## src/rtl/cond_pkg.sv

```systemverilog
`default_nettype none
// ============================================================================
// Module   : cond_pkg
// Brief    : Shared types and constants for the ARMv4 execute-stage condition
//            unit: condition-field encoding and NZCV flag bit positions.
// Revision : 1.0 - initial release
// ============================================================================
package cond_pkg;

    // Width of the architectural NZCV flag register
    localparam int FLAGS_W = 4;

    // Bit positions of each flag inside the NZCV register
    localparam int FLAG_N  = 3;
    localparam int FLAG_Z  = 2;
    localparam int FLAG_C  = 1;
    localparam int FLAG_V  = 0;

    // ARM condition field encodings (instruction bits [31:28])
    typedef enum logic [3:0] {
        EQ = 4'b0000,
        NE = 4'b0001,
        CS = 4'b0010,
        CC = 4'b0011,
        MI = 4'b0100,
        PL = 4'b0101,
        VS = 4'b0110,
        VC = 4'b0111,
        HI = 4'b1000,
        LS = 4'b1001,
        GE = 4'b1010,
        LT = 4'b1011,
        GT = 4'b1100,
        LE = 4'b1101,
        AL = 4'b1110,
        NV = 4'b1111
    } condCode_t;

endpackage
`default_nettype wire

```

## src/rtl/cond_check.sv

```systemverilog
`default_nettype none
// ============================================================================
// Module   : cond_check
// Brief    : Purely combinational ARM condition evaluator. Compares a 4-bit
//            condition field against an NZCV flag vector and reports whether
//            the condition is met. Kept standalone so other front-end logic
//            (e.g. a branch predictor) can reuse it.
// Revision : 1.0 - initial release
// ============================================================================
module cond_check
    import cond_pkg::*;
(
    input  logic [3:0]         cond,
    input  logic [FLAGS_W-1:0] flags,
    output logic               condMet
);

    logic w_n;
    logic w_z;
    logic w_c;
    logic w_v;

    assign w_n = flags[FLAG_N];
    assign w_z = flags[FLAG_Z];
    assign w_c = flags[FLAG_C];
    assign w_v = flags[FLAG_V];

    // Decode the condition field against the supplied flags
    always_comb begin
        condMet = 1'b0;
        case (condCode_t'(cond))
            EQ:      condMet = w_z;
            NE:      condMet = ~w_z;
            CS:      condMet = w_c;
            CC:      condMet = ~w_c;
            MI:      condMet = w_n;
            PL:      condMet = ~w_n;
            VS:      condMet = w_v;
            VC:      condMet = ~w_v;
            HI:      condMet = w_c & ~w_z;
            LS:      condMet = ~w_c | w_z;
            GE:      condMet = (w_n == w_v);
            LT:      condMet = (w_n != w_v);
            GT:      condMet = ~w_z & (w_n == w_v);
            LE:      condMet = w_z | (w_n != w_v);
            AL:      condMet = 1'b1;
            NV:      condMet = 1'b0;
            default: condMet = 1'b0;
        endcase
    end

endmodule
`default_nettype wire

```

## src/rtl/cond_unit.sv

```systemverilog
`default_nettype none
// ============================================================================
// Module   : cond_unit
// Brief    : Execute-stage condition unit for the ARMv4 core. Holds the NZCV
//            flag register, evaluates the instruction condition against the
//            current (pre-update) flags, gates the write-back / memory / PC
//            write controls and forms the execute/write-back pipeline register
//            with stall and flush.
//            Optional macro COND_UNIT_STATS_EN adds saturating 16-bit
//            executed/skipped instruction counters (execCount, skipCount).
// Revision : 1.0 - initial release
// ============================================================================
module cond_unit
    import cond_pkg::*;
#(
    parameter int                 N           = 32,
    parameter logic [FLAGS_W-1:0] RESET_FLAGS = 4'b0000
) (
    input  logic               clk,
    input  logic               reset,
    input  logic               inValid,
    input  logic               stall,
    input  logic               flush,
    input  logic [3:0]         cond,
    input  logic [FLAGS_W-1:0] aluFlags,
    input  logic [N-1:0]       aluResult,
    input  logic [1:0]         flagWrite,
    input  logic               pcSrc,
    input  logic               regWrite,
    input  logic               memWrite,
    output logic               outValid,
    output logic               condEx,
    output logic               pcSrcOut,
    output logic               regWriteOut,
    output logic               memWriteOut,
    output logic [N-1:0]       resultOut,
    output logic [FLAGS_W-1:0] flags
`ifdef COND_UNIT_STATS_EN
    ,
    output logic [15:0]        execCount,
    output logic [15:0]        skipCount
`endif
);

    logic               w_condMet;
    logic               w_pass;
    logic [FLAGS_W-1:0] w_nextFlags;

    logic               r_outValid;
    logic               r_condEx;
    logic               r_pcSrcOut;
    logic               r_regWriteOut;
    logic               r_memWriteOut;
    logic [N-1:0]       r_resultOut;
    logic [FLAGS_W-1:0] r_flags;

    // Condition is always judged on the architectural flags, never aluFlags,
    // so a flag-setting instruction only affects its successors.
    cond_check u_cond_check (
        .cond    (cond),
        .flags   (r_flags),
        .condMet (w_condMet)
    );

    assign w_pass = inValid & w_condMet;

    // Merge the ALU flags into NZCV under the per-group write enables
    always_comb begin
        w_nextFlags = r_flags;
        if (w_pass && flagWrite[1]) begin
            w_nextFlags[FLAG_N] = aluFlags[FLAG_N];
            w_nextFlags[FLAG_Z] = aluFlags[FLAG_Z];
        end
        if (w_pass && flagWrite[0]) begin
            w_nextFlags[FLAG_C] = aluFlags[FLAG_C];
            w_nextFlags[FLAG_V] = aluFlags[FLAG_V];
        end
    end

    // Pipeline register and flag register: reset > flush > stall > advance
    always_ff @(posedge clk) begin
        if (reset) begin
            r_outValid    <= 1'b0;
            r_condEx      <= 1'b0;
            r_pcSrcOut    <= 1'b0;
            r_regWriteOut <= 1'b0;
            r_memWriteOut <= 1'b0;
            r_resultOut   <= '0;
            r_flags       <= RESET_FLAGS;
        end else if (flush) begin
            // Flags hold: the killed instruction must not leave side effects
            r_outValid    <= 1'b0;
            r_condEx      <= 1'b0;
            r_pcSrcOut    <= 1'b0;
            r_regWriteOut <= 1'b0;
            r_memWriteOut <= 1'b0;
            r_resultOut   <= '0;
        end else if (!stall) begin
            // A failed condition retires as a valid bubble with no effects
            r_outValid    <= inValid;
            r_condEx      <= w_pass;
            r_pcSrcOut    <= pcSrc & w_pass;
            r_regWriteOut <= regWrite & w_pass;
            r_memWriteOut <= memWrite & w_pass;
            r_resultOut   <= aluResult;
            r_flags       <= w_nextFlags;
        end
    end

    assign outValid    = r_outValid;
    assign condEx      = r_condEx;
    assign pcSrcOut    = r_pcSrcOut;
    assign regWriteOut = r_regWriteOut;
    assign memWriteOut = r_memWriteOut;
    assign resultOut   = r_resultOut;
    assign flags       = r_flags;

`ifdef COND_UNIT_STATS_EN
    logic [15:0] r_execCount;
    logic [15:0] r_skipCount;

    // Saturating counts of executed vs condition-skipped instructions
    always_ff @(posedge clk) begin
        if (reset) begin
            r_execCount <= '0;
            r_skipCount <= '0;
        end else if (!flush && !stall && inValid) begin
            if (w_pass) begin
                if (r_execCount != 16'hFFFF) begin
                    r_execCount <= r_execCount + 16'd1;
                end
            end else begin
                if (r_skipCount != 16'hFFFF) begin
                    r_skipCount <= r_skipCount + 16'd1;
                end
            end
        end
    end

    assign execCount = r_execCount;
    assign skipCount = r_skipCount;
`endif

endmodule
`default_nettype wire

```

## config.mk

```make
export PLATFORM = sky130hd
export DESIGN_NAME = cond_unit
export DESIGN_NICKNAME = d
export VERILOG_FILES = /design/src/rtl/cond_pkg.sv /design/src/rtl/cond_check.sv /design/src/rtl/cond_unit.sv
export SDC_FILE = /design/constraint.sdc
export NUM_CORES = 1
export LEC_CHECK = 0
export ABC_AREA = 1
export CAP_MARGIN = 0
export CORE_ASPECT_RATIO = 1.5
export CORE_MARGIN = 2
export CORE_UTILIZATION = 39
export CTS_CLUSTER_DIAMETER = 60
export DETAILED_ROUTE_END_ITERATION = 6
export GPL_TIMING_DRIVEN = 0
export PLACE_DENSITY = 0.88
export SYNTH_ARGS = -nofsm -noshare
export SYNTH_HDL_FRONTEND = slang
export SYNTH_SLANG_ARGS = --single-unit
```

## constraint.sdc

```tcl
create_clock -name clk -period 1.75 [get_ports clk]
set_clock_uncertainty 0.1 [all_clocks]
set_input_delay 0.175 -clock clk [delete_from_list [all_inputs] [get_ports clk]]
set_output_delay 0.175 -clock clk [all_outputs]
set_load 0.05 [all_outputs]
```

==> flow_summary.json <==
{
  "status": "completed",
  "dieWidth_um": 58.31,
  "worstMarginPinSlew_ns": 0.5327,
  "hp-start": "aluResult[19]",
  "hpwl_um": 3452,
  "max_stage_delay_ns": 0.80,
  "power_frac_seq_pct": 44.9,
  "die_area_mm2": 0.004983,
  "whs_endpoint": "resultOut[19]",
  "ys_types": 20,
  "setup_viol": 0,
  "cp_max_fo": 2,
  "syn_inst": 242,
  "holdCritPathClass": "primary input to flip-flop",
  "initial_core_util_pct": 40.64,
  "drt_iter0_markers": 97,
  "grt_pass1_wl_um": 7472,
  "reg2regPathDepth": 12,
  "critPathRequiredTime_ns": 1.47,
  "finalCoreUtilization_pct": 66.37,
  "rsz0062_at_grt": "false",
  "p_total_mw": 2.171,
  "comb_power_share_pct": 19.5,
  "hold_viol": 0,
  "core-area_mm2": 0.004245,
  "fin_ws_ns": 0.03649,
  "drt-vias-per-instance": 4.774,
  "die-height_um": 85.46,
  "port_buffers": 89,
  "ys_warn_count": 0,
  "vias": 1838,
  "cts.sinks": 41,
  "cts_hold_buf": 0,
  "clkLatencyLatePin_ns": 0.28,
  "timing.fmax_ghz": 0.5836,
  "fin_crit_sh_pct": 97.91,
  "worst_hold_slack_ns": 0.3315,
  "drive_above_1_share_pct": 7.965,
  "num_rows": 29,
  "area_growth_pct": 63.31,
  "swShare_pct": 25.80,
  "p_switching_uw": 560.1,
  "path_delay_family": "buffers and inverters",
  "slew_violations": 0,
  "grt_pass1_vias": 1836,
  "final_antenna_net_count": 0,
  "path_cells": "clkdlybuf4s50_1",
  "regToRegEndpoint": "flags[3]",
  "h-tree-depth": 2,
  "synth_area_mm2": 0.001725,
  "place.gp.congestion": 0.8394,
  "fin_nets": 388,
  "place_ws_ns": -0.1368,
  "drc": 0,
  "post-route-min-period_ns": 1.714,
  "relSlewSlack_pct": 64.43,
  "path_class": "flip-flop to output pin",
  "powerDensity_mw_per_mm2": 770.5,
  "start_kind": "flip-flop",
  "num_antenna_cells": 0,
  "root_buffer": "clkbuf_8",
  "clock_path_buffers": 2,
  "ios": 91,
  "grt_antenna_before_repair": 0,
  "ys_seq_area_share_pct": 47.57,
  "p_int_mw": 1.611,
  "min_path_cells": 3,
  "grt_max_degree": 13,
  "cp-end-kind": "output pin",
  "synthesis.nets": 292,
  "setup_tns_ns": 0,
  "p_clk_share_pct": 35.6,
  "p_leak_nw": 1.319,
  "grt_usage_pct": 18.96,
  "synth-seq-cells": 41,
  "crit_buf_inv": 1,
  "ir_worst_vdd_mv": 0.6481,
  "drv_cap": 0,
  "cts_buffers": 5,
  "wl_per_cell_um": 11.89,
  "gr-total-overflow": 0,
  "firstDrtPassIters": 4,
  "reg2reg_slack_ns": 0.23,
  "nFillCells": 370,
  "avgSynthCellArea_um2": 7.130,
  "cts_tree": "built",
  "wl_um": 4577,
  "arrival_ns": 1.44,
  "clk_pin_slew_worst_paths_ns": 0.08,
  "crit_slowest_cell": "clkdlybuf4s50_1",
  "reg2reg_from": "flags[0]"
}
## cells in the final DEF (no fill, tap or decap), types with 4 or more instances in the layout
cell | netlist | routed
inv_2 | 4 | 4
clkbuf_8 | 0 | 6
nor2_1 | 7 | 7
buf_1 | 4 | 4
a21oi_1 | 39 | 39
dlymetal6s2s_1 | 0 | 12
nand4_1 | 8 | 8
nand2_1 | 94 | 94
clkbuf_1 | 7 | 8
nand3_1 | 5 | 5
clkdlybuf4s50_1 | 0 | 74
inv_1 | 17 | 17
nor2_2 | 5 | 5
dfxtp_1 | 41 | 40
## cell families after synthesis
kind of cell / synth area share, %
simple gates: 30.67
compound gates: 12.84
flops: 47.57
buf+inv: 7.977
xor+xnor: 0.9430
## flip-flops by register name, indices dropped and copies added, names as in the netlist
name,cells
regWriteOut,1
memWriteOut,1
condEx,1
outValid,1
flags,4
pcSrcOut,1
resultOut,32
## per-layer routing
| layer | share of wire, % | GRT usage (%) | routed length [um] | vias to the layer above |
|---|---|---|---|---|
| met5 | 0 | 0 | 0 | - |
| li1 | - | - | - | 952 |
| met3 | 6.4 | 5.030 | 295 | 8 |
| met2 | 54 | 37.28 | 2494 | 69 |
| met1 | 38 | 17.61 | 1734 | 809 |
| met4 | 1.2 | 6.977 | 53 | 0 |
## worst max path at each step
stage	cells after the start	from	end	slack, ns
floorplan	12	flags[0]	flags[3]	0.04
finish	1	resultOut[23]	resultOut[23]	0.04
global placement	6	stall	resultOut[26]	-0.11
global route	1	resultOut[15]	resultOut[15]	0.0006
CTS	1	resultOut[11]	resultOut[11]	0.003
detailed placement	6	stall	resultOut[20]	-0.14
## Yosys cell counts
library cell | n | area share [%]
a21oi_1 | 39 | 11
a21oi_2 | 1 | 0.51
buf_1 | 4 | 0.87
buf_6 | 1 | 0.65
clkbuf_1 | 7 | 1.5
dfxtp_1 | 41 | 48
inv_1 | 17 | 3.7
inv_2 | 4 | 0.87
inv_4 | 1 | 0.36
nand2_1 | 94 | 20
nand2_2 | 2 | 0.73
nand2_4 | 1 | 0.65
nand3_1 | 5 | 1.5
nand3_2 | 2 | 1.2
nand4_1 | 8 | 2.9
nor2_1 | 7 | 1.5
nor2_2 | 5 | 1.8
o21ai_0 | 1 | 0.29
o22ai_2 | 1 | 0.73
xor2_2 | 1 | 0.94
## final cells by class
cell class	instances	area [um^2]	area share [%]
clock inverter	1	30.03	1.066
clock buffer	7	86.33	3.064
sequential	41	822.0	29.17
tap	46	57.56	2.043
timing repair buffer	89	917.1	32.55
buffer	12	52.55	1.865
inverter	22	85.08	3.020
multi-input combinational	167	767.0	27.22
## metrics by stage
step           cells  cell area (um^2)
2_1_floorplan    242              1727
3_3_place_gp     377              2675
3_5_place_dp     377              2675
4_1_cts          385              2788
5_1_grt          385              2818
6_report         385              2818
## power groups by stage
stage	combinational (mW)	sequential, mW	clock [mW]
3_5_place_dp	0.426	0.997	0
6_report	0.423	0.975	0.773
4_1_cts	0.427	0.975	0.800
2_1_floorplan	0.134	1.09	0
5_1_grt	0.458	0.978	0.832
3_3_place_gp	0.422	0.996	0
## repair_timing
action                                  CTS  global route
pin swaps                                 0             0
gates resized for setup                   3            12
buffers inserted                          0             0
endpoints found under the setup margin    3            12
gates cloned                              0             0
(Power assumes the default switching activity.)
